===== src/rtl/fifo_uart_tx.sv =====
// Drains a byte FIFO and serialises each popped word onto an 8N1 UART line.
// All outputs are registered from the current state, so tx trails the FSM by one cycle.
module fifo_uart_tx #(
    parameter int DATA_WIDTH = 8,
    parameter int CLOCK_FREQ = 100000000,
    parameter int BAUD_RATE  = 9600
) (
    input  logic                  clock,
    input  logic                  reset_n,
    input  logic                  enable,
    input  logic [DATA_WIDTH-1:0] fifo_data,
    input  logic                  fifo_empty,
    input  logic                  fifo_busy,
    output logic                  fifo_pop,
    output logic                  tx,
    output logic                  tx_active
);
    localparam int CLKS_PER_BIT = CLOCK_FREQ / BAUD_RATE;
    localparam int BAUD_W       = $clog2(CLKS_PER_BIT);
    localparam int IDX_W        = (DATA_WIDTH > 1) ? $clog2(DATA_WIDTH) : 1;
    localparam logic [BAUD_W-1:0] BAUD_LAST = BAUD_W'(CLKS_PER_BIT - 1);
    localparam logic [IDX_W-1:0]  IDX_LAST  = IDX_W'(DATA_WIDTH - 1);

    typedef enum logic [2:0] {
        ST_IDLE  = 3'd0,
        ST_LOAD  = 3'd1,
        ST_START = 3'd2,
        ST_DATA  = 3'd3,
        ST_STOP  = 3'd4
    } state_t;

    state_t                r_state;
    logic [DATA_WIDTH-1:0] r_shift;
    logic [IDX_W-1:0]      r_bit_idx;
    logic [BAUD_W-1:0]     r_baud_cnt;
    logic                  r_tx;
    logic                  r_pop;
    logic                  r_active;

    state_t                w_state_next;
    logic [DATA_WIDTH-1:0] w_shift_next;
    logic [IDX_W-1:0]      w_bit_idx_next;
    logic [BAUD_W-1:0]     w_baud_cnt_next;
    logic                  w_tx_next;
    logic                  w_pop_next;
    logic                  w_active_next;
    logic                  w_baud_done;
    logic                  w_can_pop;

    assign w_baud_done = (r_baud_cnt == BAUD_LAST);
    assign w_can_pop   = enable && !fifo_empty && !fifo_busy;

    always_ff @(posedge clock or negedge reset_n) begin
        if (!reset_n) begin
            r_state    <= ST_IDLE;
            r_shift    <= '0;
            r_bit_idx  <= '0;
            r_baud_cnt <= '0;
            r_tx       <= 1'b1;
            r_pop      <= 1'b0;
            r_active   <= 1'b0;
        end else begin
            r_state    <= w_state_next;
            r_shift    <= w_shift_next;
            r_bit_idx  <= w_bit_idx_next;
            r_baud_cnt <= w_baud_cnt_next;
            r_tx       <= w_tx_next;
            r_pop      <= w_pop_next;
            r_active   <= w_active_next;
        end
    end

    always_comb begin
        w_state_next    = r_state;
        w_shift_next    = r_shift;
        w_bit_idx_next  = r_bit_idx;
        w_baud_cnt_next = r_baud_cnt + BAUD_W'(1);
        w_tx_next       = 1'b1;
        w_pop_next      = 1'b0;
        w_active_next   = 1'b1;

        case (r_state)
            ST_IDLE: begin
                w_baud_cnt_next = '0;
                w_bit_idx_next  = '0;
                w_active_next   = w_can_pop;
                // fifo_data is only trusted in this cycle; the frame runs from the copy
                if (w_can_pop) begin
                    w_shift_next = fifo_data;
                    w_pop_next   = 1'b1;
                    w_state_next = ST_LOAD;
                end
            end
            ST_LOAD: begin
                w_baud_cnt_next = '0;
                w_state_next    = ST_START;
            end
            ST_START: begin
                w_tx_next = 1'b0;
                if (w_baud_done) begin
                    w_baud_cnt_next = '0;
                    w_bit_idx_next  = '0;
                    w_state_next    = ST_DATA;
                end
            end
            ST_DATA: begin
                w_tx_next = r_shift[0];
                if (w_baud_done) begin
                    w_baud_cnt_next = '0;
                    w_shift_next    = r_shift >> 1;
                    if (r_bit_idx == IDX_LAST) begin
                        w_state_next = ST_STOP;
                    end else begin
                        w_bit_idx_next = r_bit_idx + IDX_W'(1);
                    end
                end
            end
            ST_STOP: begin
                if (w_baud_done) begin
                    w_baud_cnt_next = '0;
                    w_state_next    = ST_IDLE;
                end
            end
            default: begin
                w_state_next    = ST_IDLE;
                w_shift_next    = '0;
                w_bit_idx_next  = '0;
                w_baud_cnt_next = '0;
                w_active_next   = 1'b0;
            end
        endcase
    end

    assign fifo_pop  = r_pop;
    assign tx        = r_tx;
    assign tx_active = r_active;
endmodule


===== config.mk =====
export PLATFORM = sky130hd
export DESIGN_NAME = fifo_uart_tx
export DESIGN_NICKNAME = d
export VERILOG_FILES = /design/src/rtl/fifo_uart_tx.sv
export SDC_FILE = /design/constraint.sdc
export NUM_CORES = 1
export LEC_CHECK = 0
export ABC_AREA = 0
export CAP_MARGIN = 20
export CELL_PAD_IN_SITES_DETAIL_PLACEMENT = 1
export CELL_PAD_IN_SITES_GLOBAL_PLACEMENT = 2
export CORE_AREA = 2 2 73 75
export CTS_CLUSTER_SIZE = 8
export DETAILED_ROUTE_END_ITERATION = 6
export DIE_AREA = 0 0 75 77
export GPL_ROUTABILITY_DRIVEN = 0
export PLACE_DENSITY = 0.75
export SETUP_SLACK_MARGIN = 0.2
export SLEW_MARGIN = 10
export SYNTH_ARGS = -nofsm -noshare
export SYNTH_HDL_FRONTEND = slang
export SYNTH_SLANG_ARGS = --single-unit

===== constraint.sdc =====
create_clock -name clock -period 2.48 [get_ports clock]
set_input_delay 0.372 -clock clock [delete_from_list [all_inputs] [get_ports clock]]
set_output_delay 0.372 -clock clock [all_outputs]
set_load 0.02 [all_outputs]

### Yosys cells after proc, flatten, opt, wreduce, memory -nomap -nowiden

Cells that the tools add are included.

* bits of input ports: 13
* output and inout bits: 3
* logic and storage cells: 53
* bits in registers: 31

* bitwise operators: 2
* reduce and logical (&&, ||, !) cells: 12
* eq/ne operators: 12
* add/sub/neg operators: 2
* multiplexer cells: 18

Operator list (number)
* 14-bit two-way mux: 2
* 8-bit case mux with 3 select lines: 1
* 3-bit two-way mux: 7
* 8-bit two-way mux: 2
* 3-bit case mux with 5 select lines: 1
* 14-bit by 1-bit adder with 14-bit output (second input constant): 1
* 14-bit == test (second input constant): 1
* 2-bit != test (second input constant): 6
* 3-bit case mux with 3 select lines: 1
* 3-bit by 2-bit == test with 1-bit output (second input constant): 2
* 3-bit == test (second input constant): 2
* 3-bit OR reduction: 2
* 5-bit AND reduction: 1
* 1-bit case mux with 2 select lines: 2
* 4-bit AND reduction: 1
* 4-bit OR reduction: 1
* 3-bit by 1-bit adder with 3-bit output (second input constant): 1
* 3-bit by 1-bit == test with 1-bit output (second input constant): 1
* 3-bit logical NOT: 1
* 3-bit AND reduction: 1
* 1-bit logical AND: 2
* 1-bit logical NOT: 2
* 1-bit two-way mux: 2
* 1-bit NOT: 2
* 2-bit OR reduction: 1

### Longest topological paths before layout

Gate-level depths: netlist of the first run.

* word-level depth: 5
* gate-level depth with buffers: 7
* mapped depth without buffers: 6

### Least setup slack after synthesis of the first run

OpenSTA, ideal clock, no wires.

* kind: flip-flop to flip-flop
* start: register r_baud_cnt[8]
* end: register r_bit_idx[1]
* path buffers: 1
* setup slack: 0.179 ns
* library setup time: 0.128 ns
* clock period less this slack: 2.301 ns
* data arrival time: 2.174 ns
* required time: 2.352 ns
* cell stages (with the launch flop): 6
* cells stage by stage: dfrtp_1 -> or4_1 -> or4_1 -> buf_2 -> a221o_1 -> mux2_1

* longest elaborated chain between the ends: 3
* elaborated cells between the ends (all ways): 4
* classes of those cells: 3 x eq/ne; 1 x reduce/logical

RTL lines
* from (decl): line 35 `logic [BAUD_W-1:0] r_baud_cnt;`
* from (signal assigned): line 66 `r_baud_cnt <= w_baud_cnt_next;`
* 14-bit == test *: line 50 `assign w_baud_done = (r_baud_cnt == BAUD_LAST);`
* 2-bit != test (no source line)
* 4-bit AND reduction (no source line) *
* to (signal assigned): line 65 `r_bit_idx <= w_bit_idx_next;`
* to (decl): line 34 `logic [IDX_W-1:0] r_bit_idx;`

Every way passes the cells marked *; elsewhere a longest branch is shown, timed or not.
A chain may end at the register's enable or synchronous reset.

### Worst setup path in the final report of the first run

* start: register r_baud_cnt[12]
* end: register r_bit_idx[2]

The elaborated chain is that of the path after synthesis.

==> impl_metrics.csv, run 1 <==
group,metric,value,unit
status,status,"complete, no violations",
sta,setup_viol,0,
synthesis,yosysWarnings,0,
layout,syn2layout_area_growth,28.88,%
global_routing,grt_use_met1,18.42,%
drt,finalWirelength,3481,µm
floorplan,die_area,5775,µm²
synthesis,ys_seq_elements,31,
worst_setup_path,cpMaxStageDelayCell,"or4_4",
sta,setup_ws,178.2,ps
layout,final_net_count,193,
worst_hold_path,holdPathStages,1,
layout,diodes,0,
clock_tree,cts.sinks,31,
clock_tree,htreeDepth,2,
worst_setup_path,worstSetupPathType,"reg -> reg",
synthesis,syn-cell-area,1546,µm²
synthesis,yosysUniqueCellTypes,35,
sta,fmax,434.4,MHz
layout,layout-drive-gt1-share,16.29,%
place,hpwl,2484,µm
worst_hold_path,holdCritPathClass,"reg -> reg",
drt,ant_nets,0,
worst_setup_path,startpoint,"r_baud_cnt[12]$_DFF_PN0_",
global_routing,use_met3,3.417,%
synthesis,ys_top_cells_by_area,"dfrtp_1 49%, mux2_2 5.1%, nor2_1 5.1%, a22oi_1 3.4%, xnor2_1 3.4%",
worst_setup_path,worstPathMaxFanout,5,
floorplan,fp.dieW,75,µm
synthesis,syn_inst,150,
sta,period_needed,2302,ps
floorplan,io_pins,16,
sta,skew,5.642,ps
drt,drc,0,
drt,wl_per_cell,14.04,µm
global_routing,antenna_found_initial,0,
worst_setup_path,r2r-start,"r_baud_cnt[12]$_DFF_PN0_",
clock_tree,path_clk_slew,70,ps
clock_tree,root_buffer,"clkbuf_8",
clock_tree,clock_latency,280,ps
global_routing,overflow,0,
sta,worst_slew_pin_slew,508.8,ps
run,drv_cap,0,
global_routing,grt_pass1_wl,6078,µm
pwr,ir_worst_vdd,217.1,µV
drt,dr.pass1.iters,4,
synthesis,synth_top_area_share,48.54,%
sta,drv_slew,0,
global_routing,grt_use_met2,20.96,%
worst_setup_path,crit_required,2640,ps
place,port_buffers,15,
worst_setup_path,r2r_cells,4,
global_routing,grt_pass1_vias,1264,
sta,hold_viol_final,0,
synthesis,yosysSeqAreaShare,50.24,%
floorplan,core,4977,µm²
synthesis,async_flop_share,100.0,%
worst_setup_path,critPathCaptureType,"flop",
pwr,p_per_area,472.9,nW/µm²
worst_setup_path,crit_path_start_kind,"flop",
floorplan,die_y,77,µm
floorplan,start_util,31.07,%
global_routing,track_usage,13.52,%
worst_hold_path,min_to,"r_baud_cnt[0]$_DFF_PN0_",
clock_tree,cts_made_buffers,5,
global_routing,grt_max_degree,32,
drt,route.vias.total,1199,
sta,slew_headroom,66.08,%
drt,via_per_inst,4.835,
synthesis,syn_area_per_cell,10.31,µm²
floorplan,rows,26,
clock_tree,cts_buffer_depth,2,
sta,fin_crit_sh,92.82,%
pwr,leakagePower,0.9073,nW
synthesis,synth_edf_count,0,
synthesis,yosysMostFrequentCell,"dfrtp_1",
synthesis,syn_nets,166,
sta,rsz0062_at_grt,"true",
worst_hold_path,hold_start,"r_baud_cnt[0]$_DFF_PN0_",
sta,setup_tns,0,ps
place,dp_slack,30.46,ps
synthesis,synth_common_cells,"30 x dfrtp_1, 21 x nor2_1, 10 x nand2_1",
global_routing,top_usage_layer,"met2",
worst_setup_path,cp_slowest_stage_delay,570,ps
worst_setup_path,r2r-end,"r_bit_idx[2]$_DFFE_PN0P_",
worst_setup_path,path_cells,"or4bb_1, or4_4, a221o_1, mux2_1",
synthesis,synth_top_cell_by_area,"dfrtp_1",
worst_setup_path,cp.arrival,2460,ps
synthesis,synth_top_flop_cell,"dfrtp_1",
drt,drt-initial-drc-count,66,
clock_tree,cts_tree,"yes",
worst_setup_path,r2r_setup_slack,180,ps
layout,fill_cells,558,
-- state kept, by name (all words and copies together), names as in the netlist --
name	count
r_shift	8
r_state	3
tx	1
tx_active	1
r_bit_idx	3
r_baud_cnt	14
fifo_pop	1
-- how the worst max path moves through the flow --
| stage | cells after the start | end | slack (ps) |
|---|---|---|---|
| final | 4 | r_bit_idx[2]$_DFFE_PN0P_ | 180 |
| after global routing | 4 | r_bit_idx[1]$_DFFE_PN0P_ | 110 |
| after CTS | 4 | r_bit_idx[2]$_DFFE_PN0P_ | 140 |
| after detailed placement | 4 | r_shift[1]$_DFFE_PN0P_ | 30 |
| after global placement | 4 | r_shift[5]$_DFFE_PN0P_ | 80 |
| after floorplan | 5 | r_bit_idx[1]$_DFFE_PN0P_ | 180 |
-- routing by layer --
layer / vias up / part of all wire (%)
met3: 5 / 3.2
met5: - / 0
met4: 0 / 0.83
met2: 16 / 49
li1: 584 / -
met1: 594 / 46
-- per-stage QoR --
stage                     utilization, %  total power, mW  area, µm²  hold slack [ps]  instances
after floorplan                        -           0.5165       1546            76.41        150
after global placement             36.90           0.5476       1837            464.9        237
after detailed placement           36.90           0.5481       1837            484.1        237
after CTS                          39.74           0.9614       1978            493.1        246
after global routing               40.05           0.9834       1993            531.1        248
final                              40.05           0.9425       1993            486.4        248
-- power breakdown --
group          internal [mW]  total [mW]  switching, mW  leakage (nW)
combinational         0.0188      0.0318         0.0130         0.455
sequential             0.506       0.506              0         0.404
clock                  0.224       0.405          0.181        0.0482
-- cell type report --
cell class	instances	area (µm²)	share of cell area (%)
flip-flops and latches	31	777.0	38.98
inverters	5	18.77	0.9416
multi-input cells	107	753.2	37.79
clock inverters	1	5.005	0.2511
well taps	70	87.58	4.394
repair buffers	27	265.3	13.31
clock buffers	7	86.33	4.331
-- logic make-up after synthesis --
| kind of cell | after synthesis | synth area share, % |
|---|---|---|
| AO/OA/AOI/OAI | 19 | 9.466 |
| XOR/XNOR | 11 | 6.230 |
| adder cells (fa/ha/maj) | 4 | 3.075 |
| buffers and inverters | 12 | 2.993 |
| flip-flops | 31 | 50.24 |
| multiplexers | 11 | 7.848 |
| AND/OR/NAND/NOR | 62 | 20.15 |
-- critical path, delay by kind of cell (launching register included) --
| family | cells | cell delay, ps |
|---|---|---|
| simple gates | 2 | 1080 |
| flops | 1 | 400 |
| compound gates | 1 | 370 |
| mux | 1 | 330 |
-- timing repair --
action / in CTS / in global routing
endpoints found under the setup margin: 10 / 9
buffers inserted: 1 / 2
hold buffers: 0 / 0
pin swaps: 2 / 2
gates resized for setup: 8 / 0
-- cell usage in the layout (no fill, tap or decap), types with 5 or more instances in the layout --
cell	count
xnor2_1	6
xor2_1	5
inv_1	5
clkbuf_8	6
dfrtp_1	30
a22oi_1	7
clkdlybuf4s50_1	15
nand2_1	10
nand4_1	5
nand3_1	7
and3_1	5
mux2_4	7
buf_4	10
nor2_1	21
(Power assumes the default switching activity.)
==> inputs of run 2 (changes only) <==
--- a/config.mk
+++ b/config.mk
@@ -16,5 +16,5 @@
 export GPL_ROUTABILITY_DRIVEN = 0
 export PLACE_DENSITY = 0.75
-export SETUP_SLACK_MARGIN = 0.2
+export SETUP_SLACK_MARGIN = 0.3
 export SLEW_MARGIN = 10
 export SYNTH_ARGS = -nofsm -noshare
==> constraint.sdc (replaced) <==
create_clock -name clock -period 2.48 [get_ports clock]
set_input_delay 0.248 -clock clock [delete_from_list [all_inputs] [get_ports clock]]
set_output_delay 0.248 -clock clock [all_outputs]
set_load 0.02 [all_outputs]
==> run 2 against run 1 <==
Against the previous run:
- total power decreased by 0.86%
- sequential share of layout area decreased by 0.16 points
- wire length increased by 9.3%
- first-iteration DRC count decreased by 41%
- final area increased by 0.56%
- fmax decreased by 2.0%
- worst hold slack got worse by 110 ps
- critical path type unchanged
- largest power group unchanged
==> impl_metrics.csv, run 2 (synthesis results as in run 1) <==
group,metric,value,unit
worst_setup_path,cpMaxStageDelayCell,"or4_4",
run,drv_cap,0,
pwr,pwr-share-comb,3.5,%
worst_setup_path,crit_path_start_kind,"flop",
worst_setup_path,cp.arrival,2510,ps
layout,final_cell_area,2004,µm²
clock_tree,htreeDepth,2,
pwr,power.net_switching,0.1924,mW
pwr,seqPwrFrac,54.1,%
clock_tree,root_buffer,"clkbuf_8",
worst_setup_path,crit_family,"simple AND/OR/NAND/NOR gates",
worst_setup_path,r2r-start,"r_baud_cnt[9]$_DFF_PN0_",
status,status,"complete, no violations",
clock_tree,cts.sinks,31,
drt,finalWirelength,3804,µm
layout,final_cell_mix,"29 x dfrtp_1, 21 x nor2_1, 15 x clkdlybuf4s50_1, 10 x buf_4",
worst_setup_path,startpoint,"r_baud_cnt[9]$_DFF_PN0_",
sta,worst_slew_pin_slew,521.6,ps
floorplan,rows,26,
worst_setup_path,worst-path-buf-inv,0,
layout,largest_registers,"r_baud_cnt: 14 flops, r_shift: 8 flops",
worst_setup_path,path_common_cell,"or4_4",
layout,largest_reg_flops,14,
layout,top_register,"r_baud_cnt",
pwr,p_total,0.9344,mW
pwr,p_int,0.7420,mW
layout,fill_cells,544,
floorplan,core,4977,µm²
sta,fmax,425.9,MHz
worst_setup_path,cp-endpoint,"r_bit_idx[2]$_DFFE_PN0P_",
drt,wl_per_cell,15.40,µm
sta,drv_slew,0,
global_routing,antenna_found_initial,0,
global_routing,track_usage,14.01,%
floorplan,fp.dieW,75,µm
worst_hold_path,holdCritPathClass,"in -> async",
worst_setup_path,r2r_setup_slack,130,ps
worst_setup_path,path_cells,"or4_4, or4_4, a221o_1, mux2_4",
layout,layout-drive-gt1-share,19.21,%
worst_setup_path,worstPathMaxFanout,4,
layout,final_common_cell,"dfrtp_1",
place,place_area,1829,µm²
global_routing,grt_pass1_vias,1280,
floorplan,start_util,31.07,%
pwr,p_sw_share,20.59,%
drt,ant_nets,0,
place,dp_slack,43.34,ps
drt,via_per_inst,5.020,
drt,drc,0,
floorplan,die_y,77,µm
worst_setup_path,r2r_cells,4,
clock_tree,cts_tree,"yes",
sta,rsz0062_at_grt,"true",
worst_setup_path,r2r-end,"r_bit_idx[2]$_DFFE_PN0P_",
global_routing,grt_pass1_wl,6223,µm
sta,period_needed,2348,ps
pwr,p_per_area,466.2,nW/µm²
worst_setup_path,crit_required,2640,ps
clock_tree,cts_made_buffers,5,
floorplan,die_area,5775,µm²
sta,setup_viol,0,
clock_tree,cts_buffer_depth,2,
pwr,ir_worst_vdd,194.2,µV
drt,dr.pass1.iters,4,
layout,final_net_count,193,
global_routing,overflow,0,
global_routing,grt_max_degree,32,
floorplan,io_pins,16,
place,hpwl,2586,µm
sta,hold_viol_final,0,
sta,hold_slack,375.2,ps
sta,skew,4.411,ps
sta,setup_ws,131.8,ps
sta,slew_headroom,65.22,%
drt,route.vias.total,1240,
drt,drt-initial-drc-count,39,
layout,syn2layout_area_growth,29.61,%
worst_setup_path,worstSetupPathType,"reg -> reg",
worst_setup_path,cp_slowest_stage_delay,570,ps
worst_setup_path,crit_cells,4,
sta,fin_crit_sh,94.69,%
sta,setup_tns,0,ps
layout,diodes,0,
clock_tree,clock_latency,280,ps
pwr,clockPowerShare,42.4,%
pwr,leakagePower,0.9136,nW
worst_setup_path,critPathCaptureType,"flop",
place,port_buffers,15,
clock_tree,path_clk_slew,60,ps
[run 2: cell types whose count changed in the layout (fill, tap and decap cells not counted)]
cell	previous run	this run
clkbuf_1	1	0
dfrtp_1	30	29
dfrtp_2	0	1
mux2_1	2	0
mux2_4	7	9
nand2_1	10	9
nand2_2	0	1
or4_1	1	0
or4_4	1	2
[run 2: area by class of cell]
type,count,area (µm²),area share [%]
clock inverters,1,5.005,0.2497
clock buffers,6,82.58,4.120
multi-input cells,107,767.0,38.26
repair buffers,27,265.3,13.23
inverters,5,18.77,0.9363
well taps,70,87.58,4.370
flip-flops and latches,31,778.2,38.83
[run 2: worst min-delay path by stage]
stage               slack [ps]                  endpoint                     from  cells past startpoint
floorplan                  -50        fifo_pop$_DFF_PN0_                  reset_n                      0
finish                     380  r_bit_idx[2]$_DFFE_PN0P_                  reset_n                      2
CTS                        390    r_state[0]$_DFFE_PN0P_                  reset_n                      2
detailed placement         480   r_baud_cnt[0]$_DFF_PN0_  r_baud_cnt[0]$_DFF_PN0_                      1
global route               410  r_bit_idx[2]$_DFFE_PN0P_                  reset_n                      2
global placement           470   r_baud_cnt[0]$_DFF_PN0_  r_baud_cnt[0]$_DFF_PN0_                      1
[run 2: power groups by stage]
stage | logic [mW] | registers, mW | clock network (mW)
floorplan | 0.00125 | 0.515 | 0
global placement | 0.0325 | 0.515 | 0
detailed placement | 0.0332 | 0.515 | 0
CTS | 0.0336 | 0.506 | 0.409
global route | 0.0354 | 0.505 | 0.432
finish | 0.0323 | 0.506 | 0.396
[run 2: worst reg2reg max path: stages (launching register included)]
cell and delay [ps]:
dfrtp_1 400, or4_4 530, or4_4 570, a221o_1 410, mux2_4 320
[run 2: stage by stage]
stage / std cells / utilization, %
6_report: 247 / 40.27
5_1_grt: 247 / 40.27
4_1_cts: 244 / 39.57
3_5_place_dp: 236 / 36.75
3_3_place_gp: 236 / 36.75
2_1_floorplan: 150 / -
[run 2: timing repair]
action | 4_1_cts | 5_1_grt
setup endpoints to repair | 27 | 25
buffers inserted | 1 | 3
hold buffers | 0 | 0
resized for setup | 9 | 4
pin swaps | 2 | 4
[run 2: metal layers]
metal	vias up	wire length [µm]	global-route usage, %	part of all wire [%]
met2	18	1922	21.75	51
met4	0	48	4.821	1.3
li1	578	-	-	-
met5	-	0	0	0
met1	638	1739	18.90	46
met3	6	93	3.285	2.4
==> patch 1: new RTL, settings of run 1 <==
Take the reset off `r_shift` and load it in a clocked block of its own.
--- a/src/rtl/fifo_uart_tx.sv
+++ b/src/rtl/fifo_uart_tx.sv
@@ -55,3 +55,2 @@
             r_state    <= ST_IDLE;
-            r_shift    <= '0;
             r_bit_idx  <= '0;
@@ -63,3 +62,2 @@
             r_state    <= w_state_next;
-            r_shift    <= w_shift_next;
             r_bit_idx  <= w_bit_idx_next;
@@ -70,2 +68,6 @@
         end
+    end
+
+    always_ff @(posedge clock) begin
+        r_shift <= w_shift_next;
     end
Behaviour: same outputs for any inputs over 10 cycles, from zero or initial values and one cycle with reset_n low; that may be too few to reach the edited logic, so the function may still have changed.
==> patch 1 against run 1 <==
  * Clock skew rose by 0.0017 ns
  * Hold slack got worse by 0.073 ns
  * Area after synthesis down 3.7%
  * Cell area shrank 7.8%
  * Worst setup slack improved by 0.27 ns
  * Sequential cell count stayed put
  * Routed wire length decreased by 1.6%
  * Highest routed layer unchanged
Power is not compared: it rests on default switching activity, and its combinational part moved more than twofold at a synthesized area within 25%.
==> patch 1: results (changes against run 1) <==
- Multiplexer area fraction after synthesis: 0.0176 (-0.0608)
- Number of enable-type register cells in the synthesized netlist: 8 (+8)
- Syn_nets: 152 (-8.4%)
- Commonest cells in the netlist: dfrtp_1 (22), nor2_1 (22), nand2_1 (9), xor2_1 (9), edfxtp_1 (8)
- Transition at the pin with the smallest max-transition slack: 0.542 ns (+0.0330 ns)
- Largest fanout of any net on the critical path: 8 (+3)
- GR Layer Usage met1: 0.165 (-0.0188)
- Area share of xor/xnor cells in the synthesized design: 0.0588 (-0.00347)
- Run status: complete, no violations
- Number of vias per cell after detailed routing: 4.87 (+0.78%)
- Compound-gate portion of the synthesized area: 0.0950 (+0.000298)
- Critical Path Sink: r_shift[2]
- Wire length per cell: 15.1 µm (+7.5%)
- Path class of the lowest-slack min-delay path: primary input to asynchronous set/reset pin
- Global-route track usage on met3: 0.0447 (+0.0105)
- Ratio of cells with drive above 1 in the final layout: 0.108 (-0.0546)
- Adder-cell area share of the yosys netlist: 0.0252 (-0.00553)
- Sequential-to-total area share from yosys stat: 0.549 (+0.0463)
- Async S/R FF share, synth: 0.742 (-0.258)
- M2 GR Usage: 0.229 (+0.0193)
- Total number of nets in the final design: 172 (-11%)
- Tot GR Track Use: 0.140 (+0.00432)
- Critical path origin: r_baud_cnt[8]
- Count of cells along the worst register-to-register path: 3 (-1)
- Worst R2R Setup Slack: 0.44 ns (+0.27 ns)
- Clock tree skew after final layout: 0.00734 ns (+0.00170 ns)
- Number of distinct library cells after synthesis: 38 (+8.6%)
- Arrival time at the worst endpoint: 1.99 ns (-0.47 ns)
- Via count of the first global-routing pass: 1,255 (-0.71%)
- Starting DRC count in detailed routing: 76 (+15%)
- Number of instances resized during post-cts repair: 0 (-8)
- Filler Cell Count: 563 (+0.90%)
-- patch 1: cell types whose count changed in the layout (fill, tap and decap cells not counted), sizes merged, moves of 5 or more --
| cell | run 1 | this run |
|---|---|---|
| dfrtp | 30 | 22 |
| xnor2 | 6 | 1 |
| mux2 | 9 | 2 |
| inv | 5 | 0 |
| buf | 12 | 3 |
| edfxtp | 0 | 8 |
-- patch 1: layer usage --
layer	vias to the layer above	part of all wire
li1	528	-
met2	20	0.52
met1	550	0.42
met5	-	0
met4	0	0.019
met3	8	0.034
-- patch 1: area by class of cell --
cell class                 count  area (µm²)  share of cell area
sequential                    31         817               0.445
multi-input combinational    100         652               0.355
timing repair buffer          18         173              0.0940
tap                           70        87.6              0.0477
clock buffer                   5        68.8              0.0375
clock inverter                 3        38.8              0.0211
-- patch 1: worst min path at each step --
| stage | startpoint | end | slack (ns) | cells after the start |
|---|---|---|---|---|
| 2_1_floorplan | reset_n | fifo_pop | 0.08 | 0 |
| 3_3_place_gp | r_shift[0] | tx | 0.47 | 2 |
| 3_5_place_dp | r_baud_cnt[0] | r_baud_cnt[0] | 0.48 | 1 |
| 4_1_cts | reset_n | r_state[2] | 0.42 | 1 |
| 5_1_grt | reset_n | r_state[2] | 0.45 | 1 |
| 6_report | reset_n | r_state[2] | 0.41 | 1 |
-- patch 1: through the flow --
step / util / setup slack, ns / cells / area [µm²]
after global placement: 0.347 / 0.495 / 219 / 1730
after global routing: 0.369 / 0.336 / 227 / 1840
after detailed placement: 0.347 / 0.433 / 219 / 1730
after floorplan: - / 0.654 / 136 / 1490
after CTS: 0.369 / 0.436 / 227 / 1840
final: 0.369 / 0.443 / 227 / 1840
-- patch 1: critical path, cell delays in order, from the launching register on --
cell and delay, ns:
dfrtp_1 0.42, or4_1 0.55, nor4_2 0.35, a211o_1 0.39
-- patch 1: power groups by stage --
stage | registers [mW] | clock network [mW] | logic (mW)
5_1_grt | 0.719 | 0.539 | 0.313
3_3_place_gp | 0.706 | 0 | 0.264
3_5_place_dp | 0.713 | 0 | 0.279
2_1_floorplan | 0.690 | 0 | 0.198
4_1_cts | 0.704 | 0.513 | 0.282
6_report | 0.703 | 0.493 | 0.275
-- patch 1: kinds of logic after synthesis --
logic type                 after synthesis
xor gates and xnor gates                10
adders and majority gates                3
and+or+nand+nor                         65
DFF                                     31
muxes                                    2
AOI/OAI and AO/OA                       20
buffers and inverters                    5
==> patch 2: new RTL, config.mk and constraints of run 1 <==
Without the edit above. Change the parameter `CLOCK_FREQ` from 100000000 to 400000000.
--- a/src/rtl/fifo_uart_tx.sv
+++ b/src/rtl/fifo_uart_tx.sv
@@ -4,3 +4,3 @@
     parameter int DATA_WIDTH = 8,
-    parameter int CLOCK_FREQ = 100000000,
+    parameter int CLOCK_FREQ = 400000000,
     parameter int BAUD_RATE  = 9600
Behaviour: no difference found for any inputs over 10 cycles, from zero or initial values and one cycle with reset_n low; that may be too few to reach the edited logic, so the function may still have changed.
==> patch 2 against run 1 <==
  * Non-clock buffer count decreased by 8
  * Highest routed layer unchanged
  * Area after synthesis increased by 13%
  * Worst setup slack improved by 0.22 ns
  * Clock skew decreased by 0.0036 ns
  * Hold slack improved by 0.020 ns
  * Cell area increased by 3.3%
  * Total power increased by 5.2%
  * Count of clock-buffer cells in the layout increased by 1
  * Routed wire length increased by 11%
  * Sequential cell count increased by 2
==> patch 2: results (changes against run 1) <==
- Worst slew margin relative to its limit: 0.702 (+0.0415)
- Wire length per cell: 15.1 µm (+7.7%)
- Syn_nets: 186 (+12%)
- Registers with the most flip-flops: r_baud_cnt: 16 flops, r_shift: 8 flops
- R2R Path End: r_shift[3]
- Starting DRC count in detailed routing: 55 (-17%)
- Buffers inserted during post-CTS setup optimization: 0 (-1)
- Number of vias per cell after detailed routing: 5.11 (+5.8%)
- Area share of xor/xnor cells in the synthesized design: 0.0704 (+0.00805)
- Ratio of cells with drive above 1 in the final layout: 0.124 (-0.0393)
- Wire length on met3: 107 µm (-5.3%)
- Run status: complete, no violations
- Lkg Pwr: 0.898 nW (-1.0%)
- Count of cells along the worst register-to-register path: 6 (+2)
- Post-Synthesis Cell Area: 0.00174 mm² (+13%)
- Maximum vdd drop: 0.208 mV (-4.1%)
- Number of distinct library cells after synthesis: 40 (+14%)
- Length of routed met2 wiring: 2.01 mm (+17%)
- GR Layer Usage met1: 0.187 (+0.00228)
- Clock tree skew after final layout: 0.00205 ns (-0.00359 ns)
- Largest fanout of any net on the critical path: 7 (+2)
- Number of instances resized during post-cts repair: 0 (-8)
- Total number of nets in the final design: 202 (+4.7%)
- Adder-cell area share of the yosys netlist: 0.0345 (+0.00371)
- M2 GR Usage: 0.258 (+0.0482)
- Worst R2R Setup Slack: 0.40 ns (+0.22 ns)
- Multiplexer area fraction after synthesis: 0.0574 (-0.0210)
patch 2: cell families (layout without fill, tap and decap cells):
logic type,after synthesis,in the layout
AOI/OAI and AO/OA,20,20
muxes,9,9
xor gates and xnor gates,14,14
DFF,33,33
adders and majority gates,5,5
buffers and inverters,13,30
and+or+nand+nor,75,75
patch 2: critical path, cell delays in order, from the launching register on:
cell,delay [ns]
dfrtp_1,0.42
inv_1,0.07
ha_1,0.13
nor4bb_2,0.36
nand4_1,0.29
a2bb2oi_4,0.33
mux2_2,0.37
patch 2: worst max-delay path by stage:
| stage | startpoint | to | slack [ns] | depth (start not counted) |
|---|---|---|---|---|
| after detailed placement | enable | r_shift[3] | 0.21 | 5 |
| after floorplan | r_baud_cnt[1] | r_shift[0] | 0.66 | 6 |
| after CTS | r_baud_cnt[1] | r_shift[3] | 0.25 | 6 |
| after global routing | r_baud_cnt[0] | r_shift[3] | 0.21 | 5 |
| final | r_baud_cnt[1] | r_shift[3] | 0.40 | 6 |
| after global placement | enable | r_shift[3] | 0.26 | 5 |
patch 2: area by class of cell:
class	count	area, µm²
Fill cell	566	2920
Multi-Input combinational cell	123	863
Sequential cell	33	827
Timing Repair Buffer	19	180
Clock buffer	8	90.1
Tap cell	70	87.6
Inverter	3	11.3
patch 2: report_power, final:
part           internal, mW  total [mW]  leakage (nW)  switching [mW]
combinational        0.0197      0.0351         0.416          0.0154
clock                 0.226       0.417        0.0455           0.191
sequential            0.539       0.539         0.437        0.000356
total                 0.785       0.992         0.898           0.207
patch 2: through the flow:
stage	cells	hold slack [ns]	utilization	cell area, µm²
2_1_floorplan	169	0.0764	-	1740
3_3_place_gp	248	0.474	0.394	1960
3_5_place_dp	248	0.500	0.394	1960
4_1_cts	256	0.519	0.413	2050
5_1_grt	256	0.539	0.414	2060
6_report	256	0.507	0.414	2060
